**config.mk**
```make
export PLATFORM = sky130hd
export DESIGN_NAME = data_mem_arbiter
export DESIGN_NICKNAME = d
export VERILOG_FILES = /design/src/rtl/dmem_arb_pkg.sv /design/src/rtl/rr_pick2.sv /design/src/rtl/data_mem_arbiter.sv
export SDC_FILE = /design/constraint.sdc
export NUM_CORES = 1
export LEC_CHECK = 0
export CORE_AREA = 2 2 131 133
export DETAILED_ROUTE_END_ITERATION = 8
export DIE_AREA = 0 0 133 135
export GPL_TIMING_DRIVEN = 0
export PLACE_DENSITY_LB_ADDON = 0.3
export SETUP_SLACK_MARGIN = 0.1
export SLEW_MARGIN = 10
export SYNTH_ARGS = -nofsm -noshare
export SYNTH_HDL_FRONTEND = slang
export SYNTH_SLANG_ARGS = --single-unit
```
**constraint.sdc**
```tcl
create_clock -name clk -period 5.6 [get_ports clk]
set_input_delay 1.12 -clock clk [delete_from_list [all_inputs] [get_ports clk]]
set_output_delay 1.12 -clock clk [all_outputs]
set_load 0.02 [all_outputs]
```
**src/rtl/dmem_arb_pkg.sv**
```systemverilog
// Shared constants for the data-memory arbiter: port IDs and lock FSM encodings.
package dmem_arb_pkg;

  localparam int unsigned NUM_PORTS = 2;
  localparam logic        PORT_CPU  = 1'b0;
  localparam logic        PORT_DBG  = 1'b1;

  typedef enum logic {
    LK_UNLOCKED = 1'b0,
    LK_LOCKED   = 1'b1
  } lock_state_e;

endpackage

```
**src/rtl/rr_pick2.sv**
```systemverilog
// Combinational 2-way round-robin pick; ptr names the port that wins a tie.
module rr_pick2
  import dmem_arb_pkg::*;
(
  input  logic [NUM_PORTS-1:0] req,
  input  logic                 ptr,
  output logic [NUM_PORTS-1:0] gnt
);

  always_comb begin
    gnt = req;
    if (&req) begin
      gnt = (ptr == PORT_DBG) ? 2'b10 : 2'b01;
    end
  end

endmodule

```
**src/rtl/data_mem_arbiter.sv**
```systemverilog
// Two-port round-robin arbiter in front of the 1-cycle-latency data memory.
// Optional atomic lock support is compiled in with DMEM_ARB_LOCK_EN.
module data_mem_arbiter
  import dmem_arb_pkg::*;
#(
  parameter int unsigned MEM_A_WIDTH = 8,
  parameter int unsigned D_WIDTH     = 32
) (
  input  logic               clk,
  input  logic               rst,
  input  logic               p0_req,
  input  logic               p0_we,
  input  logic [31:0]        p0_addr,
  input  logic [D_WIDTH-1:0] p0_wdata,
  output logic               p0_gnt,
  output logic               p0_rvalid,
  output logic [D_WIDTH-1:0] p0_rdata,
  output logic               p0_err,
  input  logic               p1_req,
  input  logic               p1_we,
  input  logic [31:0]        p1_addr,
  input  logic [D_WIDTH-1:0] p1_wdata,
  output logic               p1_gnt,
  output logic               p1_rvalid,
  output logic [D_WIDTH-1:0] p1_rdata,
  output logic               p1_err,
`ifdef DMEM_ARB_LOCK_EN
  input  logic               p0_lock,
  input  logic               p1_lock,
`endif
  output logic               mem_we,
  output logic [31:0]        mem_w_addr,
  output logic [D_WIDTH-1:0] mem_w_data,
  output logic               mem_re,
  output logic [31:0]        mem_r_addr,
  input  logic [D_WIDTH-1:0] mem_r_data
);

  logic [NUM_PORTS-1:0] req, req_eff, gnt;
  logic                 rr_ptr_q, rr_ptr_d;
  logic                 winner, granted, sel_we, addr_bad, issue;
  logic [31:0]          sel_addr;
  logic [D_WIDTH-1:0]   sel_wdata;
  logic                 rd_pend_q, rd_pend_d, rd_tag_q, rd_tag_d;
  logic [NUM_PORTS-1:0] err_q, err_d;
  logic [D_WIDTH-1:0]   rdata0_q, rdata0_d, rdata1_q, rdata1_d;

  assign req = {p1_req, p0_req};

`ifdef DMEM_ARB_LOCK_EN
  lock_state_e lock_q, lock_d;
  logic        lock_owner_q, lock_owner_d;
  logic        sel_lock;

  // While locked, only the owner's request is visible to the picker.
  always_comb begin
    req_eff = req;
    if (lock_q == LK_LOCKED) begin
      req_eff = req & ((lock_owner_q == PORT_DBG) ? 2'b10 : 2'b01);
    end
  end

  assign sel_lock = winner ? p1_lock : p0_lock;

  always_comb begin
    lock_d       = lock_q;
    lock_owner_d = lock_owner_q;
    if (granted) begin
      if ((lock_q == LK_UNLOCKED) && sel_lock) begin
        lock_d       = LK_LOCKED;
        lock_owner_d = winner;
      end else if ((lock_q == LK_LOCKED) && !sel_lock) begin
        lock_d = LK_UNLOCKED;
      end
    end
  end

  always_ff @(posedge clk or negedge rst) begin
    if (!rst) begin
      lock_q       <= LK_UNLOCKED;
      lock_owner_q <= PORT_CPU;
    end else begin
      lock_q       <= lock_d;
      lock_owner_q <= lock_owner_d;
    end
  end
`else
  assign req_eff = req;
`endif

  rr_pick2 u_pick (
    .req (req_eff),
    .ptr (rr_ptr_q),
    .gnt (gnt)
  );

  assign granted   = |gnt;
  assign winner    = gnt[PORT_DBG];
  assign p0_gnt    = gnt[PORT_CPU];
  assign p1_gnt    = gnt[PORT_DBG];
  assign sel_we    = winner ? p1_we    : p0_we;
  assign sel_addr  = winner ? p1_addr  : p0_addr;
  assign sel_wdata = winner ? p1_wdata : p0_wdata;
  assign addr_bad  = (sel_addr[1:0] != 2'b00) || (sel_addr[31:MEM_A_WIDTH+2] != '0);
  assign issue     = granted && !addr_bad;

  assign p0_rvalid = rd_pend_q && (rd_tag_q == PORT_CPU);
  assign p1_rvalid = rd_pend_q && (rd_tag_q == PORT_DBG);
  assign p0_rdata  = p0_rvalid ? mem_r_data : rdata0_q;
  assign p1_rdata  = p1_rvalid ? mem_r_data : rdata1_q;
  assign p0_err    = err_q[PORT_CPU];
  assign p1_err    = err_q[PORT_DBG];

  always_comb begin
    mem_we     = issue && sel_we;
    mem_re     = issue && !sel_we;
    mem_w_addr = mem_we ? sel_addr  : '0;
    mem_w_data = mem_we ? sel_wdata : '0;
    mem_r_addr = mem_re ? sel_addr  : '0;
    rr_ptr_d   = granted ? ~winner : rr_ptr_q;
    rd_pend_d  = mem_re;
    rd_tag_d   = mem_re ? winner : rd_tag_q;
    err_d      = '0;
    if (granted && addr_bad) begin
      err_d[winner] = 1'b1;
    end
    // Response data is captured so rdata holds once rvalid drops.
    rdata0_d   = p0_rvalid ? mem_r_data : rdata0_q;
    rdata1_d   = p1_rvalid ? mem_r_data : rdata1_q;
  end

  always_ff @(posedge clk or negedge rst) begin
    if (!rst) begin
      rr_ptr_q  <= PORT_CPU;
      rd_pend_q <= 1'b0;
      rd_tag_q  <= PORT_CPU;
      err_q     <= '0;
      rdata0_q  <= '0;
      rdata1_q  <= '0;
    end else begin
      rr_ptr_q  <= rr_ptr_d;
      rd_pend_q <= rd_pend_d;
      rd_tag_q  <= rd_tag_d;
      err_q     <= err_d;
      rdata0_q  <= rdata0_d;
      rdata1_q  <= rdata1_d;
    end
  end

endmodule

```
Yosys cells after proc, flatten, opt, wreduce, memory -nomap -nowiden
Index checks and enable logic that the tools add are counted.

word-level totals
  register bits after elaboration = 69
  input bits = 166
  output and inout bits = 168
  logic and storage cells = 37

cells by class
  $lt $le $gt $ge = 2
  mux-type cells = 13
  bitwise gates (word level) = 2
  reductions and logical operators = 14

operator list
  cell                                                 count
  two-way mux 32 bit                                   7
  nonzero test 22 bit                                  1
  logical AND 1 bit                                    7
  two-way mux 2 bit                                    3
  zero test 1 bit                                      2
  < comparator 1 x 2 -> 1 bit (second input constant)  1
  two-way mux 1 bit                                    2
  NOT 1 bit                                            2
  AND reduction 2 bit                                  1
  nonzero test 2 bit                                   1
  OR reduction 2 bit                                   1
  demux 1 bit (select 1 bit)                           1
  >= comparator 1 bit (second input constant)          1
  logical OR 1 bit                                     1

Logic depth before layout (Yosys ltp)
Gate-level depths: netlist of run 1.

  word-level depth = 9
  gate-level depth with buffers = 6
  gate-level depth less buffers = 6

Hierarchy
Synthesis of run 1 repeated with hierarchy kept, for this count alone.

unflattened totals
  cells, all modules = 335
  area, all modules = 4063.9 µm²

modules (own cells, without submodules)
  module            times used  cells each  area each (µm²)
  data_mem_arbiter  1           332         4045.1
  rr_pick2          1           3           18.8

Least setup slack after synthesis of run 1
Ideal clock, no wire load.

  path type = input-to-output
  start = input p1_addr[1]
  end = output mem_w_data[0]
  data arrival time = 3050 ps
  slack = 1430 ps
  cell stages on the path = 5
  cells stage by stage = or4_4 -> or4b_4 -> o21ai_2 -> a32oi_2 -> nor3_1

on the way
  longest elaborated chain between the ends = 7

ends and longest elaborated chain
  item                RTL line                 source
  start: declaration  data_mem_arbiter.sv:21   input logic [31:0] p1_addr,
  two-way mux 32 bit  data_mem_arbiter.sv:102  assign sel_addr = winner ? p1_addr : p0_addr;
  nonzero test 2 bit  data_mem_arbiter.sv:104  assign addr_bad = (sel_addr[1:0] != 2'b00) || (sel_addr[31:MEM_A_WIDTH+2] != '0);
  logical OR 1 bit    data_mem_arbiter.sv:104
  zero test 1 bit     data_mem_arbiter.sv:105  assign issue = granted && !addr_bad;
  logical AND 1 bit   data_mem_arbiter.sv:105
  logical AND 1 bit   data_mem_arbiter.sv:115  mem_we = issue && sel_we;
  two-way mux 32 bit  data_mem_arbiter.sv:118  mem_w_data = mem_we ? sel_wdata : '0;
  end: declaration    data_mem_arbiter.sv:33   output logic [D_WIDTH-1:0] mem_w_data,

No other way between the ends.

Worst setup path in the final report of run 1
  start = input p1_addr[28]
  end = output mem_w_data[12]

on the way
  longest elaborated chain between the ends = 7

ends and longest elaborated chain
  item                 RTL line
  two-way mux 32 bit   data_mem_arbiter.sv:102
  nonzero test 22 bit  data_mem_arbiter.sv:104
  logical OR 1 bit     data_mem_arbiter.sv:104
  zero test 1 bit      data_mem_arbiter.sv:105
  logical AND 1 bit    data_mem_arbiter.sv:105
  logical AND 1 bit    data_mem_arbiter.sv:115
  two-way mux 32 bit   data_mem_arbiter.sv:118

No other way between the ends.

==> results of run 1 <==
-- cell families (layout without fill, tap and decap cells) --
logic type	after synthesis	after routing	share of synthesized area, %
multiplexers	104	104	28.0
AND/OR/NAND/NOR	84	84	14.9
buffers and inverters	72	374	12.0
flip-flops	69	69	43.2
AO/OA/AOI/OAI	9	9	1.75
other	1	49	0.0938
-- cells in the mapped netlist, types with 2 or more instances --
| cell type | n | area [sq um] |
|---|---|---|
| buf_1 | 3 | 11.3 |
| buf_4 | 48 | 360 |
| buf_6 | 4 | 45.0 |
| clkbuf_1 | 11 | 41.3 |
| dfrtp_1 | 69 | 1730 |
| inv_1 | 5 | 18.8 |
| mux2_2 | 64 | 721 |
| mux2i_1 | 40 | 400 |
| nand2_1 | 6 | 22.5 |
| nand2b_1 | 4 | 25.0 |
| nor2_1 | 7 | 26.3 |
| nor3_1 | 21 | 105 |
| nor3_2 | 28 | 280 |
| nor4_1 | 11 | 68.8 |
| o21ai_1 | 2 | 10.0 |
-- layout by cell type, fill, tap and decap left out, drive strengths merged --
| master | count |
|---|---|
| a22o | 1 |
| nand2b | 4 |
| inv | 5 |
| nor2b | 1 |
| dfrtp | 69 |
| nor3 | 50 |
| o21ai | 4 |
| a32oi | 1 |
| mux2 | 64 |
| nor2 | 7 |
| nand2 | 7 |
| clkbuf | 23 |
| diode | 1 |
| a21boi | 1 |
| nand4 | 1 |
| clkinv | 4 |
| or4b | 1 |
| or4 | 2 |
| conb | 48 |
| nor4 | 11 |
| o21bai | 1 |
| a31oi | 1 |
| buf | 58 |
| mux2i | 40 |
| clkdlybuf4s50 | 284 |
-- how the worst max path moves through the flow --
stage	cells past startpoint	slack (ns)	endpoint	start
6_report	8	0.37	mem_w_data[12]	p1_addr[28]
5_1_grt	6	0.17	mem_r_addr[3]	p1_addr[28]
4_1_cts	6	0.32	mem_r_addr[3]	p1_addr[28]
3_5_place_dp	6	0.35	mem_r_addr[3]	p1_addr[28]
3_3_place_gp	6	0.37	mem_r_addr[3]	p1_addr[28]
2_1_floorplan	5	1.43	mem_w_data[0]	p1_addr[1]
-- stage by stage --
step / setup WS, ns / cell area (sq um) / power (mW)
6_report: 0.373 / 7600 / 1.41
5_1_grt: 0.169 / 7600 / 1.48
4_1_cts: 0.323 / 7600 / 1.43
3_5_place_dp: 0.345 / 7330 / 0.910
3_3_place_gp: 0.370 / 7300 / 0.901
2_1_floorplan: 1.43 / 4180 / 0.703
-- registers in the layout, indices dropped and copies added (netlist names) --
register   count
rdata0_q      32
rdata1_q      32
err_q          2
rd_pend_q      1
rd_tag_q       1
rr_ptr_q       1
-- area by class of cell --
class,instances,area share [%]
timing repair buffer,286,37.9
sequential,69,22.7
antenna,1,0.0329
tap,220,3.62
buffer,67,6.09
multi-input combinational,245,25.9
inverter,5,0.247
clock buffer,12,3.24
clock inverter,4,0.313
-- power by group through the flow --
| stage | sequential, mW | clock, mW | combinational [mW] |
|---|---|---|---|
| 2_1_floorplan | 0.539 | 0 | 0.164 |
| 3_3_place_gp | 0.538 | 0 | 0.363 |
| 3_5_place_dp | 0.540 | 0 | 0.370 |
| 4_1_cts | 0.531 | 0.532 | 0.372 |
| 5_1_grt | 0.533 | 0.558 | 0.393 |
| 6_report | 0.531 | 0.511 | 0.369 |
-- worst max-delay path, stage by stage --
cell,delay (ns)
clkdlybuf4s50_1,0.43
or4_1,0.58
or4b_4,0.52
o21ai_2,0.14
a32oi_2,0.24
buf_6,0.25
nor3_2,0.15
clkdlybuf4s50_1,0.67
-- routing by layer --
| metal | GRT usage [%] | vias up | wire length [um] | share of wire (%) |
|---|---|---|---|---|
| li1 | - | 1803 | - | - |
| met1 | 19.0 | 1802 | 5970 | 37 |
| met2 | 33.5 | 183 | 8570 | 53 |
| met3 | 6.83 | 11 | 1370 | 8.5 |
| met4 | 3.58 | 2 | 114 | 0.71 |
| met5 | 0 | - | 13 | 0.081 |
==> reports/metrics.csv, run 1 <==
metric,value,unit
number of CTS-inserted buffers,9,
Die H,135,um
"Hold Vio Cnt, Final",0,
syn_area_per_cell,11.8,sq um
Post-Route WL,16.0,mm
die area,0.0180,sq mm
clk root buf,clkbuf_16,
CP Class,in -> out,
worst r2r src,rr_ptr_q,
reg2reg end,rd_pend_q,
Peak VDD IR,0.121,mV
Synth Cell Area,0.00400,sq mm
CTS Hold Bufs,0,
vias in the first global route,4131,
P_int,1.04,mW
Layout Cells excl Fill,909,
worst hold path startpoint,rdata0_q[12],
max cap viols,0,
port bufs,285,
RePlAce Congestion,0.831,
GRT overflow,0,
hold depth,1,
Total Routing Usage GR,17.8,%
Power Dens Cells,186,mW/mm^2
Residual DRC,0,
DP Wirelength,13.5,mm
WHS Endpoint,rdata0_q[12],
worst hold path type,reg -> reg,
first-pass GRT wire length,24.2,mm
chip width,133,um
RSZ-0062 raised after global routing,false,
total net switching power,0.367,mW
Sink Count,69,
Worst slew margin,50.5,%
WL per Instance,17.6,um
Final setup viols,0,
total I/O pin count,334,
clk slew on worst S/H paths,0.05,ns
Seq pwr share,37.6,%
DP Cell Count,892,
post-route ant nets,0,
area occupied by multi-input gates,0.00197,sq mm
post-layout min period,5.23,ns
Max Freq,191,MHz
Sw Ratio,26.0,%
Worst Path Required,4.48,ns
row count,47,
YS warnings,0,
Crit. End Element,primary output,
Starting DRT DRC Count,64,
final core utilization,46.3,%
Reg2Reg Setup Slack,3.49,ns
Reg area,0.00173,sq mm
Post-CTS Setup Bufs,0,
"Top FF cell, synth",dfrtp_1,
number of flops mapped to enable cells by yosys,0,
TNS Setup,0,ns
WHS,0.493,ns
"Slew Viols, Final",0,
layout net count,849,
Leak,3.19,nW
status,completed,
Worst-Skew Late Latency,0.32,ns
Synth Instances,339,
PostCTS Resize Cnt,0,
Bufs on Longest Clock Path,2,
Worst EP arrival,4.11,ns
r2r worst-path depth,5,
H-tree levels,3,
crit start category,input port,
Initial Utilization,24.4,%
Core Region,0.0164,sq mm
post-synthesis sequential area ratio,43.2,%
largest net degree at the start of global routing,58,
Slew @ Worst Pin,0.738,ns
Yosys cell types,31,
share of layout cells above drive strength 1,24.3,%
Fill cells,1488,
"critical path fanouts, max",10,
Clk pwr share,36.2,%
Synth Register Bits,69,
Vias,3801,
initial antenna violation count,2,
fin crit share,93.3,%
Via density,4.18,
asr flop ratio synth,100,%
area grow syn2layout,90.1,%
TritonRoute pass-1 iters,4,
combinational power share,26.1,%
CTS tree,yes,
clk_skew,0.00489,ns
No activity file was read; power rests on OpenSTA's default activity.
==> run 2, diff against run 1 <==
- ABC_AREA: default -> 1
- CORE_AREA: 2 2 131 133 -> 2 2 130 132
- DIE_AREA: 0 0 133 135 -> 0 0 132 134
- clock period: 5.6 -> 4.7 ns (I/O delays scaled with it)
==> run 2 against run 1 <==
  * Sequential share of layout area shrank 1.4 points
  * First-iteration DRC count increased to 2.6 times the previous value
  * Flip-flop and latch count unchanged
  * Final cell count is 32% higher
  * Register-to-register slack worse by 0.62 ns
  * Critical path type unchanged
  * Largest cell class unchanged
==> reports/metrics.csv, run 2 <==
metric,value,unit
row count,47,
Yosys top cell area share,39.1,%
TNS Setup,0,ns
Synth area leaders,"dfrtp_1, nand2_1, buf_4",
status,completed,
"Top FF cell, synth",dfrtp_1,
pre-CTS setup slack,0.212,ns
Yosys cell types,22,
Vias,4786,
asr flop ratio synth,100,%
Sink Count,69,
Leak,4.31,nW
share of layout cells above drive strength 1,12.8,%
WL per Instance,13.5,um
Slew @ Worst Pin,0.523,ns
Peak VDD IR,0.131,mV
area grow syn2layout,83.0,%
Synth Instances,633,
Starting DRT DRC Count,164,
Worst slew margin,65.2,%
DP Wirelength,13.4,mm
synth cell count leaders,"nand2_1, inv_1, dfrtp_1",
Fill cells,1626,
Total Routing Usage GR,18.0,%
TritonRoute pass-1 iters,4,
GRT overflow,0,
"Hold Vio Cnt, Final",0,
clk slew on worst S/H paths,0.06,ns
Initial Utilization,27.1,%
largest net degree at the start of global routing,45,
Yosys top cell by area,dfrtp_1,
Worst EP arrival,3.49,ns
post-route cell area,0.00809,sq mm
global-route met2 utilization,32.4,%
met3 GRT Util,5.97,%
post-route ant nets,0,
Power Dens Cells,206,mW/mm^2
port bufs,284,
Post-CTS Setup Bufs,0,
H-tree levels,3,
WHS,0.494,ns
RSZ-0062 raised after global routing,true,
Critical Path Max Stage Delay,0.62,ns
post-layout min period,4.43,ns
Crit. End Element,primary output,
Final setup viols,0,
Worst-Skew Late Latency,0.33,ns
worst hold path type,reg -> reg,
Core Region,0.0163,sq mm
crit start category,input port,
chip width,132,um
max cap viols,0,
met1 Use GR,19.9,%
RePlAce Congestion,0.827,
Residual DRC,0,
"critical path fanouts, max",10,
worst r2r src,rr_ptr_q,
syn_area_per_cell,6.98,sq um
Max Freq,226,MHz
number of CTS-inserted buffers,9,
Top Usage Layer GRT,met2,
clk_skew,0.00531,ns
layout net count,1142,
clk root buf,clkbuf_16,
CTS Hold Bufs,0,
number of flops mapped to enable cells by yosys,0,
"Slew Viols, Final",0,
Bufs on Longest Clock Path,2,
Post-DP Area,0.00774,sq mm
worst setup margin,0.267,ns
Regs by FF count,"rdata0_q (32), rdata1_q (32), err_q (2)",
Post-Route WL,16.3,mm
CP dominant cell by count,nand2_1,
final core utilization,49.7,%
CP Class,in -> out,
Bufs and invs on worst path,4,
CP startpoint,p0_req,
fin crit share,94.3,%
most common cell in the netlist,nand2_1,
vias in the first global route,4587,
Via density,3.98,
first-pass GRT wire length,24.8,mm
CTS tree,yes,
YS warnings,0,
most frequent cells in the layout,"clkdlybuf4s50_1, nand2_1, inv_1",
die area,0.0177,sq mm
Worst Path Required,3.76,ns
Synth Cell Area,0.00442,sq mm
initial antenna violation count,1,
cells along the critical path,clkdlybuf4s50_1 -> nand2_4 -> nand2_4 -> buf_4 -> nand2_1 -> o21ai_1 -> nand2_1 -> nor2_1 -> nand2_1 -> nor2_4 -> nand4_4 -> buf_6 -> nor2_2 -> clkdlybuf4s50_1,
Top delay family on crit path,buffers and inverters,
slowest cell on the critical path,clkdlybuf4s50_1,
worst hold path startpoint,rdata1_q[21],
"most common cell after layout, fill and taps aside",clkdlybuf4s50_1,
post-synthesis sequential area ratio,39.1,%
total I/O pin count,334,
Synth Register Bits,69,
Die H,134,um
==> run 2: stage by stage <==
step	total power, mW	instances
after floorplan	0.803	680
after global placement	0.984	1184
after detailed placement	0.988	1185
after CTS	1.69	1201
after global routing	1.75	1202
final	1.66	1202
==> run 2: timing repair <==
action	4_1_cts	5_1_grt
endpoints found under the hold margin	0	0
endpoints found under the setup margin	0	17
resized for setup	0	11
==> run 2: cell type report <==
type	instances	area (sq um)	share of cell area, %
Multi-Input combinational cell	441	2000	24.8
Clock inverter	5	58.8	0.727
Antenna cell	1	2.50	0.0309
Tap cell	220	275	3.40
Buffer	79	533	6.59
Sequential cell	69	1730	21.3
Timing Repair Buffer	285	2890	35.8
Inverter	91	342	4.22
Clock buffer	11	253	3.12
==> run 2: cell families (layout without fill, tap and decap cells) <==
| logic type | Yosys count | in the layout | share of synthesized area (%) |
|---|---|---|---|
| flip-flops | 69 | 69 | 39.1 |
| AND/OR/NAND/NOR | 318 | 318 | 31.7 |
| other | 1 | 49 | 0.0848 |
| multiplexers | 8 | 8 | 1.81 |
| AO/OA/AOI/OAI | 67 | 67 | 7.59 |
| buffers and inverters | 170 | 471 | 19.8 |
==> run 2: worst register-to-register path, cell delays in order, from the launching register on <==
cell and delay (ns):
dfrtp_1 0.38, inv_2 0.08, nand2_4 0.08, nand2_4 0.09
buf_4 0.17, nand2_1 0.06, o21ai_1 0.07, nand2_1 0.07
nor2_1 0.08, nand2_1 0.10, nor2_4 0.18, nand4_4 0.19
nand2_1 0.11, nand2_1 0.05
==> run 2: final timing paths <==
path,to,slack (ns),cells past startpoint
max in group asynchronous,rdata0_q[30],3.66,2
worst max-delay path,mem_w_data[7],0.27,14
worst max register to register,rd_tag_q,2.87,13
worst min-delay path,rdata1_q[21],0.49,2
worst min register to register,rdata1_q[21],0.49,2
min in group asynchronous,rdata0_q[19],0.52,1
==> run 2: layer usage <==
metal	wire [um]	up-vias
li1	-	2485
met1	6220	2092
met2	8440	191
met3	1350	18
met4	258	0
met5	0	-
==> run 2: power breakdown <==
part | switching [mW] | internal (mW)
registers | 0.00118 | 0.597
logic | 0.175 | 0.203
clock network | 0.249 | 0.439
==> run 3, diff against run 2 <==
- SKIP_CTS_REPAIR_TIMING: default -> 1
==> results of run 3 <==
The final DEF is identical to that of run 2; final timing and power are the same.
